[config.mk]
export PLATFORM = sky130hd
export DESIGN_NAME = fetch_prefetch_queue
export DESIGN_NICKNAME = d
export VERILOG_FILES = /design/src/rtl/fetch_prefetch_queue.sv
export SDC_FILE = /design/constraint.sdc
export NUM_CORES = 1
export LEC_CHECK = 0
export ABC_AREA = 1
export CORE_ASPECT_RATIO = 0.9
export CORE_MARGIN = 5
export CORE_UTILIZATION = 35
export CTS_BUF_LIST = sky130_fd_sc_hd__clkbuf_4 sky130_fd_sc_hd__clkbuf_8
export DETAILED_ROUTE_END_ITERATION = 8
export PLACE_DENSITY = 0.55
export SETUP_SLACK_MARGIN = 0.2
export SYNTH_ARGS = -nofsm -noshare
export SYNTH_HDL_FRONTEND = slang
export SYNTH_SLANG_ARGS = --single-unit
[constraint.sdc]
create_clock -name clk -period 6.05 [get_ports clk]
set_input_delay 0.605 -clock clk [delete_from_list [all_inputs] [get_ports clk]]
set_output_delay 0.605 -clock clk [all_outputs]
set_load 0.05 [all_outputs]
[src/rtl/fetch_prefetch_queue.sv]
// rtl/fetch_prefetch_queue.sv - pipelined IF stage with an in-order {pc,inst} prefetch queue
// Optional feature macro: FETCH_BYPASS_EN (a response reaches ID in its arrival cycle when the queue is empty)
module fetch_prefetch_queue #(
  parameter logic [31:0] START_ADDR = 32'h00000034,
  parameter int          QDEPTH     = 4,
  parameter int          MAX_OUTST  = 2
) (
  input  logic                      clk,
  input  logic                      reset,
  output logic                      imem_req,
  output logic [31:0]               imem_addr,
  input  logic                      imem_gnt,
  input  logic                      imem_rvalid,
  input  logic [31:0]               imem_rdata,
  input  logic                      jbr_taken,
  input  logic [31:0]               jbr_target,
  input  logic                      exc_valid,
  input  logic [31:0]               exc_pc,
  output logic                      IF_ID_valid,
  input  logic                      id_ready,
  output logic [63:0]               IF_ID_bus,
  output logic [31:0]               IF_pc,
  output logic [31:0]               IF_inst,
  output logic [$clog2(QDEPTH):0]   q_count
);

  localparam int QPW = $clog2(QDEPTH);
  localparam int CW  = QPW + 1;
  localparam int OPW = (MAX_OUTST > 1) ? $clog2(MAX_OUTST) : 1;
  localparam int OCW = $clog2(MAX_OUTST + 1);

  typedef enum logic {BOOT, RUN} state_t;

  state_t           state_q, state_d;
  logic [31:0]      fetch_pc_q, fetch_pc_d;
  logic [QPW-1:0]   rd_ptr_q, rd_ptr_d;
  logic [QPW-1:0]   wr_ptr_q, wr_ptr_d;
  logic [CW-1:0]    count_q, count_d;
  logic [OCW-1:0]   outst_q, outst_d;
  logic [OCW-1:0]   drop_q, drop_d;
  logic [63:0]      q_mem_q [QDEPTH];
  logic [63:0]      q_mem_d [QDEPTH];
  // pcs of issued-but-unanswered requests, oldest at pcf_rd
  logic [31:0]      pcf_mem_q [MAX_OUTST];
  logic [31:0]      pcf_mem_d [MAX_OUTST];
  logic [OPW-1:0]   pcf_rd_q, pcf_rd_d;
  logic [OPW-1:0]   pcf_wr_q, pcf_wr_d;

  logic        redirect;
  logic [31:0] redirect_pc;
  logic        q_empty;
  logic [31:0] resp_pc;
  logic        resp_keep;
  logic        bypass;
  logic        pop_q;
  logic        push;
  logic        issue;

  // Datapath decisions for this cycle: issue, response handling, ID handshake
  always_comb begin
    redirect    = exc_valid | jbr_taken;
    redirect_pc = exc_valid ? exc_pc : jbr_target;
    q_empty     = (count_q == '0);
    resp_pc     = pcf_mem_q[pcf_rd_q];
    // responses are only kept when nothing stale is still due and no flush is happening
    resp_keep   = imem_rvalid && (drop_q == '0) && !redirect;
`ifdef FETCH_BYPASS_EN
    bypass      = resp_keep && q_empty;
`else
    bypass      = 1'b0;
`endif
    IF_ID_valid = !q_empty || bypass;
    if (!q_empty) begin
      IF_ID_bus = q_mem_q[rd_ptr_q];
    end else if (bypass) begin
      IF_ID_bus = {resp_pc, imem_rdata};
    end else begin
      IF_ID_bus = '0;
    end
    IF_pc   = IF_ID_bus[63:32];
    IF_inst = IF_ID_bus[31:0];
    q_count = count_q;
    pop_q   = IF_ID_valid && id_ready && !q_empty;
    push    = resp_keep && !(bypass && id_ready);
    // credit: every in-flight request already owns a queue slot
    imem_req  = (state_q == RUN) && ((32'(count_q) + 32'(outst_q)) < 32'(QDEPTH)) &&
                (outst_q < OCW'(MAX_OUTST)) && !redirect;
    imem_addr = fetch_pc_q;
    issue     = imem_req && imem_gnt;
  end

  // Next-state: fetch pc, in-flight/drop counters, pc FIFO and queue pointers
  always_comb begin
    state_d    = state_q;
    fetch_pc_d = fetch_pc_q;
    outst_d    = outst_q;
    drop_d     = drop_q;
    pcf_mem_d  = pcf_mem_q;
    pcf_rd_d   = pcf_rd_q;
    pcf_wr_d   = pcf_wr_q;
    q_mem_d    = q_mem_q;
    rd_ptr_d   = rd_ptr_q;
    wr_ptr_d   = wr_ptr_q;
    count_d    = count_q;

    case (state_q)
      BOOT:    state_d = RUN;
      default: state_d = RUN;
    endcase

    if (redirect) begin
      fetch_pc_d = redirect_pc;
    end else if (issue) begin
      fetch_pc_d = {fetch_pc_q[31:2] + 30'd1, fetch_pc_q[1:0]};
    end

    if (issue) begin
      pcf_mem_d[pcf_wr_q] = fetch_pc_q;
      pcf_wr_d = (pcf_wr_q == OPW'(MAX_OUTST - 1)) ? '0 : pcf_wr_q + 1'b1;
    end
    if (imem_rvalid) begin
      pcf_rd_d = (pcf_rd_q == OPW'(MAX_OUTST - 1)) ? '0 : pcf_rd_q + 1'b1;
    end

    case ({issue, imem_rvalid})
      2'b10:   outst_d = outst_q + 1'b1;
      2'b01:   outst_d = outst_q - 1'b1;
      default: outst_d = outst_q;
    endcase

    // a redirect never issues, so every request still in flight after it is stale
    if (redirect) begin
      drop_d = outst_d;
    end else if (imem_rvalid && (drop_q != '0)) begin
      drop_d = drop_q - 1'b1;
    end

    if (redirect) begin
      rd_ptr_d = '0;
      wr_ptr_d = '0;
      count_d  = '0;
    end else begin
      if (push) begin
        q_mem_d[wr_ptr_q] = {resp_pc, imem_rdata};
        wr_ptr_d = wr_ptr_q + 1'b1;
      end
      if (pop_q) begin
        rd_ptr_d = rd_ptr_q + 1'b1;
      end
      case ({push, pop_q})
        2'b10:   count_d = count_q + 1'b1;
        2'b01:   count_d = count_q - 1'b1;
        default: count_d = count_q;
      endcase
    end
  end

  // State registers with synchronous reset
  always_ff @(posedge clk) begin
    if (reset) begin
      state_q    <= BOOT;
      fetch_pc_q <= START_ADDR;
      outst_q    <= '0;
      drop_q     <= '0;
      pcf_rd_q   <= '0;
      pcf_wr_q   <= '0;
      rd_ptr_q   <= '0;
      wr_ptr_q   <= '0;
      count_q    <= '0;
      for (int i = 0; i < MAX_OUTST; i++) pcf_mem_q[i] <= '0;
      for (int i = 0; i < QDEPTH; i++) q_mem_q[i] <= '0;
    end else begin
      state_q    <= state_d;
      fetch_pc_q <= fetch_pc_d;
      outst_q    <= outst_d;
      drop_q     <= drop_d;
      pcf_rd_q   <= pcf_rd_d;
      pcf_wr_q   <= pcf_wr_d;
      rd_ptr_q   <= rd_ptr_d;
      wr_ptr_q   <= wr_ptr_d;
      count_q    <= count_d;
      pcf_mem_q  <= pcf_mem_d;
      q_mem_q    <= q_mem_d;
    end
  end

  // A response landing on a full queue means the issue credit check is broken
  always @(posedge clk) begin
    if (!reset) begin
      assert (!(push && !pop_q && (count_q == CW'(QDEPTH))));
    end
  end

endmodule
# Word-level counts from Yosys, hierarchy flattened
# Cells that the tools add are included.
[word_totals]
regBits = 366
input_bits = 103
output_inout_bits = 165
word_cells = 89
[op_classes]
n_addsub = 11
n_lt_le_gt_ge = 8
n_eq_ne = 4
n_mux = 23
bitwise = 6
reduce_logical = 21
[ops]
columns = ["operator", "n"]
rows = [
  ["256-bit bitwise mux", 1],
  ["64-bit two-way mux", 4],
  ["32-bit two-way mux", 7],
  ["64-bit binary-select mux with 2-bit select", 1],
  ["64-bit demux with 2-bit select", 1],
  ["64-bit bitwise mux", 1],
  ["32-bit demux with 1-bit select", 1],
  ["30-bit by 1-bit adder with 30-bit output (second input constant)", 1],
  ["1-bit logical AND", 11],
  ["2-bit nonzero test", 4],
  ["2-bit by 1-bit adder with 2-bit output (second input constant)", 3],
  ["3-bit greater-or-equal comparator (second input constant)", 2],
  ["2-bit inverter with 3-bit output", 2],
  ["3-bit one-hot mux with 2 select lines", 1],
  ["3-bit by 2-bit adder with 4-bit output", 1],
  ["2-bit by 1-bit equality test with 1-bit output (second input constant)", 2],
  ["2-bit equality test (second input constant)", 2],
  ["2-bit greater-or-equal comparator (second input constant)", 2],
  ["4-bit by 3-bit < comparator with 1-bit output (second input constant)", 1],
  ["2-bit two-way mux", 2],
  ["1-bit inverter with 2-bit output", 2],
  ["2-bit one-hot mux with 2 select lines", 1],
  ["2-bit by 1-bit subtractor with 2-bit output (second input constant)", 2],
  ["3-bit by 1-bit adder with 3-bit output (second input constant)", 1],
  ["13 further kinds", 17],
]

# Depth between registers and ports, before layout
[logic_depth]
ltp_word = 9
ltp_mapped = 13

# Worst setup path before layout
# No wires, ideal clock.
[synth_timing]
path_kind = "reg2out"
start = "register count_q[0] (netlist: q_count[0])"
end = "output port IF_pc[22]"
t_arrival_ns = 2.396
setup_slack_ns = 3.049
stages_incl_launch_ff = 6
path_buffers = 3
path_cell_list = "dfxtp_1 -> nor3_1 -> clkbuf_1 -> clkbuf_1 -> a21oi_1 -> buf_4"
[synth_via]
elab_chain_len = 2
[synth_rtl]
columns = ["element", "line_no", "rtl"]
rows = [
  ["start: declaration", "38", "logic [CW-1:0] count_q, count_d;"],
  ["start signal: assignment", "181", "count_q <= count_d;"],
  ["3-bit zero test", "63", "q_empty = (count_q == '0);"],
  ["64-bit two-way mux", "73", "if (!q_empty) begin"],
  ["end: declaration", "22", "output logic [31:0] IF_pc,"],
]
# No other way between the ends.

# Final worst setup path
[layout_timing]
start = "register rd_ptr_q[0]"
end = "output port IF_ID_bus[18]"
[layout_via]
elab_chain_len = 5
[layout_rtl]
columns = ["element", "line_no", "rtl"]
rows = [
  ["start: declaration", "36", "logic [QPW-1:0] rd_ptr_q, rd_ptr_d;"],
  ["start signal: assignment", "179", "rd_ptr_q <= rd_ptr_d;"],
  ["2-bit inverter with 3-bit output (implied by the code)", "74", "IF_ID_bus = q_mem_q[rd_ptr_q];"],
  ["64-bit binary-select mux with 2-bit select", "74", ""],
  ["64-bit two-way mux (implied by the code) (2 in a row)", "74", ""],
  ["64-bit two-way mux", "73", ""],
  ["end: declaration", "21", "output logic [63:0] IF_ID_bus,"],
]
# No other way between the ends. The select of a mux whose other input is x is not followed.

==> impl_results.html <==
<table>
<tr><th>Metric</th><th>Value</th></tr>
<tr><th colspan="2">Run status</th></tr>
<tr><td>Outcome</td><td>finished clean</td></tr>
<tr><th colspan="2">Cells and area</th></tr>
<tr><td>Area grow syn2layout</td><td>21.78%</td></tr>
<tr><td>Nets@finish</td><td>2654</td></tr>
<tr><td>Fraction of layout cells with a size suffix above 1</td><td>0.06221</td></tr>
<tr><td>Ant. Diodes</td><td>0</td></tr>
<tr><td>Final Util</td><td>0.4278</td></tr>
<tr><td>Filler cell count in the final layout</td><td>4973</td></tr>
<tr><th colspan="2">Synth</th></tr>
<tr><td>Simple logic cell fraction of the synthesized area</td><td>0.1557</td></tr>
<tr><td>Fraction of the yosys area taken by sequential cells</td><td>0.4270</td></tr>
<tr><td>Portion of netlist area occupied by mux cells</td><td>0</td></tr>
<tr><td>Largest cells by area after synthesis</td><td>dfxtp_1 43%, a21oi_1 16%, o21ai_0 11%</td></tr>
<tr><td>Warnings, synthesis</td><td>0</td></tr>
<tr><td>Cell Area, Synth</td><td>17160 um2</td></tr>
<tr><td>Number of flops mapped to enable cells by yosys</td><td>0</td></tr>
<tr><td>Async set or reset register ratio after synthesis</td><td>0</td></tr>
<tr><td>Area share of the leading cell type in the synthesized netlist</td><td>0.4270</td></tr>
<tr><td>Most used DFF post-synth</td><td>dfxtp_1</td></tr>
<tr><td>Count of mapped cells out of synthesis</td><td>2447</td></tr>
<tr><td>Commonest cells in the synthesized netlist</td><td>538 x a21oi_1, 370 x o21ai_0, 366 x dfxtp_1</td></tr>
<tr><td>Cell variety after synth</td><td>36</td></tr>
<tr><td>Synthesized area per cell</td><td>7.012 um2</td></tr>
<tr><td>Area share of xor/xnor cells in the synthesized design</td><td>0.004084</td></tr>
<tr><td>Cell taking the most area after synthesis</td><td>dfxtp_1</td></tr>
<tr><td>Post-synthesis compound-gate area fraction</td><td>0.2822</td></tr>
<tr><td>Nets in the synthesized netlist</td><td>2560</td></tr>
<tr><td>Leading cell type by number of instances after synthesis</td><td>a21oi_1</td></tr>
<tr><td>Combinational family with the most area after synthesis</td><td>compound AO/OA/AOI/OAI gates</td></tr>
<tr><td>Adder and majority cell fraction of the synthesized area</td><td>0.007730</td></tr>
<tr><td>#FFs+latches synth</td><td>366</td></tr>
<tr><th colspan="2">STA</th></tr>
<tr><td>Clock Skews</td><td>16.49 ps</td></tr>
<tr><td>Post-layout min period</td><td>4414 ps</td></tr>
<tr><td>Setup repair after global routing missed its margin</td><td>no</td></tr>
<tr><td>Remaining max-slew budget at the tightest pin</td><td>0.3003</td></tr>
<tr><td>Post-route setup TNS</td><td>0 ps</td></tr>
<tr><td>Worst slew pin tran</td><td>1050 ps</td></tr>
<tr><td>Achievable clock frequency</td><td>0.2266 GHz</td></tr>
<tr><td>Setup Viol. Count Final</td><td>0</td></tr>
<tr><td>Count of endpoints failing hold in the final timing report</td><td>0</td></tr>
<tr><td>Number of pins with negative max-slew slack in the final report</td><td>0</td></tr>
<tr><td>Final worst path period share</td><td>0.7295</td></tr>
<tr><th colspan="2">Die</th></tr>
<tr><td>DIE AREA</td><td>53560 um2</td></tr>
<tr><td>Effective utilization at floorplan</td><td>0.3513</td></tr>
<tr><td>Site Rows</td><td>77</td></tr>
<tr><td>Area of the core region</td><td>48850 um2</td></tr>
<tr><td>Top-Level Pins</td><td>268</td></tr>
<tr><td>Die Y</td><td>220.0 um</td></tr>
<tr><td>DIE WIDTH</td><td>243.4 um</td></tr>
<tr><th colspan="2">CTS</th></tr>
<tr><td>Total clock sinks</td><td>366</td></tr>
<tr><td>Total CTS buffers</td><td>67</td></tr>
<tr><td>Cell chosen for the clock root</td><td>clkbuf_8</td></tr>
<tr><td>Count of H-tree levels built during CTS</td><td>3</td></tr>
<tr><td>Clock insertion delay at the later pin of the skew report</td><td>620 ps</td></tr>
<tr><td>Largest buffer count on any clock path</td><td>3</td></tr>
<tr><td>Resized Gates After CTS</td><td>0</td></tr>
<tr><td>CTS tree</td><td>done</td></tr>
<tr><td>Setup fix buffers added after clock tree synthesis</td><td>0</td></tr>
<tr><td>Clock transition at the registers of the reported paths</td><td>60 ps</td></tr>
<tr><td>Post-cts hold buffer count</td><td>0</td></tr>
<tr><th colspan="2">Hold path</th></tr>
<tr><td>Worst hold path type</td><td>reg2reg</td></tr>
<tr><td>Hold path cells</td><td>2</td></tr>
<tr><td>Hold path start</td><td>pcf_mem_q[47]</td></tr>
<tr><td>Worst min-delay path endpoint</td><td>pcf_mem_q[47]</td></tr>
<tr><th colspan="2">Pwr</th></tr>
<tr><td>Static Leakage</td><td>6.856 nW</td></tr>
<tr><td>Power per Cell Area</td><td>261.5 nW/um2</td></tr>
<tr><td>Peak ir drop on the vdd network</td><td>118.7 uV</td></tr>
<tr><th colspan="2">Critical path</th></tr>
<tr><td>Arrival time at the worst endpoint</td><td>3810 ps</td></tr>
<tr><td>R2R depth</td><td>9</td></tr>
<tr><td>Delay of the slowest cell on the worst path</td><td>880 ps</td></tr>
<tr><td>Required time of the critical path</td><td>5440 ps</td></tr>
<tr><td>Startpoint kind of the worst setup timing path</td><td>register</td></tr>
<tr><td>Register-to-Register Setup Slack</td><td>3150 ps</td></tr>
<tr><td>Sequence of cells on the critical path</td><td>inv_4, buf_4, o21ai_0, a21oi_1, clkdlybuf4s50_1</td></tr>
<tr><td>Critical-path cell with the highest stage delay</td><td>clkdlybuf4s50_1</td></tr>
<tr><td>Worst flop-to-flop path endpoint</td><td>q_mem_q[42]</td></tr>
<tr><td>Setup Crit Path Kind</td><td>reg2out</td></tr>
<tr><td>Reg2reg start</td><td>drop_q[0]</td></tr>
<tr><td>Largest driver fanout on the critical path</td><td>66</td></tr>
<tr><td>Endpoint type of the worst setup path</td><td>output pin</td></tr>
<tr><th colspan="2">Global routing</th></tr>
<tr><td>Remaining Overflow, GRT</td><td>0</td></tr>
<tr><td>Vias in the first global route</td><td>15439</td></tr>
<tr><td>Met3 global-route usage</td><td>0.04548</td></tr>
<tr><td>GR Layer Usage met2</td><td>0.2992</td></tr>
<tr><td>Global-route usage over all layers</td><td>0.1955</td></tr>
<tr><td>Wire length of the first global-routing pass</td><td>86.33 mm</td></tr>
<tr><td>Number of antenna violations at the first check in global routing</td><td>0</td></tr>
<tr><td>Pin count of the biggest net entering global routing</td><td>88</td></tr>
<tr><td>Top Usage Layer GRT</td><td>met2</td></tr>
<tr><td>GR met1 Demand/Resource</td><td>0.2724</td></tr>
<tr><th colspan="2">Routing</th></tr>
<tr><td>Aggregate routed wire length</td><td>54.63 mm</td></tr>
<tr><td>Count of antenna-violating nets left after detailed routing</td><td>0</td></tr>
<tr><td>Length of the first detailed-routing pass in iterations</td><td>7</td></tr>
<tr><td>Via-to-Cell Ratio</td><td>5.168</td></tr>
<tr><td>Post-DR wirelength/cell</td><td>16.97 um</td></tr>
<tr><td>DR DRC count</td><td>0</td></tr>
<tr><td>Drt initial violations</td><td>1197</td></tr>
<tr><td>Vias</td><td>16641</td></tr>
<tr><th colspan="2">Placed design</th></tr>
<tr><td>Port Buffers</td><td>267</td></tr>
<tr><td>Routability congestion estimate from global placement</td><td>0.8683</td></tr>
<tr><td>Post-detailed-placement half-perimeter wirelength</td><td>33.27 mm</td></tr>
<tr><th colspan="2">Run</th></tr>
<tr><td>Max-cap viol count</td><td>0</td></tr>
</table>
-- worst max path at each step --
stage	start	end	slack, ps	cells after the start
floorplan	q_count[0]	IF_pc[22]	3050	5
global placement	jbr_taken	q_mem_q[39]	2050	9
detailed placement	jbr_taken	q_mem_q[44]	2010	9
CTS	rd_ptr_q[0]	IF_ID_bus[18]	1580	5
global route	rd_ptr_q[0]	IF_ID_bus[9]	1380	5
finish	rd_ptr_q[0]	IF_ID_bus[18]	1640	5
-- area by class of cell --
cell class              count  area [um2]  share of cell area
flip-flops and latches    366        7333              0.3510
inverters                 208       788.3             0.03772
multi-input cells        1612        7769              0.3718
clock inverters            10       92.59            0.004431
clock buffers             106        1309             0.06264
repair buffers            286        2813              0.1346
well taps                 632       790.8             0.03784
-- flip-flops by register name (all words and copies together), names as in the netlist --
signal,cells
wr_ptr_q,2
q_mem_q,256
drop_q,2
outst_q,2
q_count,3
pcf_rd_q,1
pcf_wr_q,1
state_q,1
imem_addr,32
rd_ptr_q,2
pcf_mem_q,64
-- critical path: cells and delay by family, from the launching register on --
| kind | cells | cell delay, ps |
|---|---|---|
| compound gates | 2 | 570 |
| buf+inv | 3 | 2080 |
| flops | 1 | 520 |
-- routing by layer --
| layer | vias up | part of all wire |
|---|---|---|
| met1 | 7686 | 0.46 |
| met3 | 102 | 0.069 |
| li1 | 8298 | - |
| met4 | 0 | 0.026 |
| met2 | 555 | 0.44 |
| met5 | - | 0 |
-- cells in the final DEF (no fill, tap or decap), types with 39 or more instances in the layout --
master | Yosys | layout
clkdlybuf4s50_1 | 0 | 266
nand3_1 | 144 | 144
nor2_1 | 176 | 176
o21ai_1 | 39 | 39
inv_1 | 205 | 203
dfxtp_1 | 366 | 363
a21oi_1 | 538 | 538
clkbuf_8 | 0 | 82
o21ai_0 | 370 | 370
nand2_1 | 289 | 284
-- report_power, final --
group	total (mW)	internal, mW	switching [mW]	leakage (nW)
registers	2.52	2.45	0.0672	2.96
logic	0.466	0.169	0.298	3.16
clock network	2.48	1.41	1.06	0.736
total	5.46	4.04	1.43	6.86
-- kinds of logic (layout without fill, tap and decap cells) --
kind of cell | Yosys count | count (layout)
simple gates | 632 | 632
xor+xnor | 8 | 8
fa+ha+maj | 10 | 10
compound gates | 962 | 962
flops | 366 | 366
buf+inv | 469 | 610
-- stage by stage --
step	setup WS, ps	hold slack (ps)	cells	total power, mW	cell area, um2
5_1_grt	1381	424.8	3220	5.700	20900
3_5_place_dp	2007	438.9	3104	3.039	19490
4_1_cts	1578	412.3	3220	5.531	20900
3_3_place_gp	2051	433.6	3104	3.034	19490
2_1_floorplan	3049	424.4	2447	2.834	17160
6_report	1636	443.7	3220	5.463	20900
No activity file was read; power rests on OpenSTA's default activity.
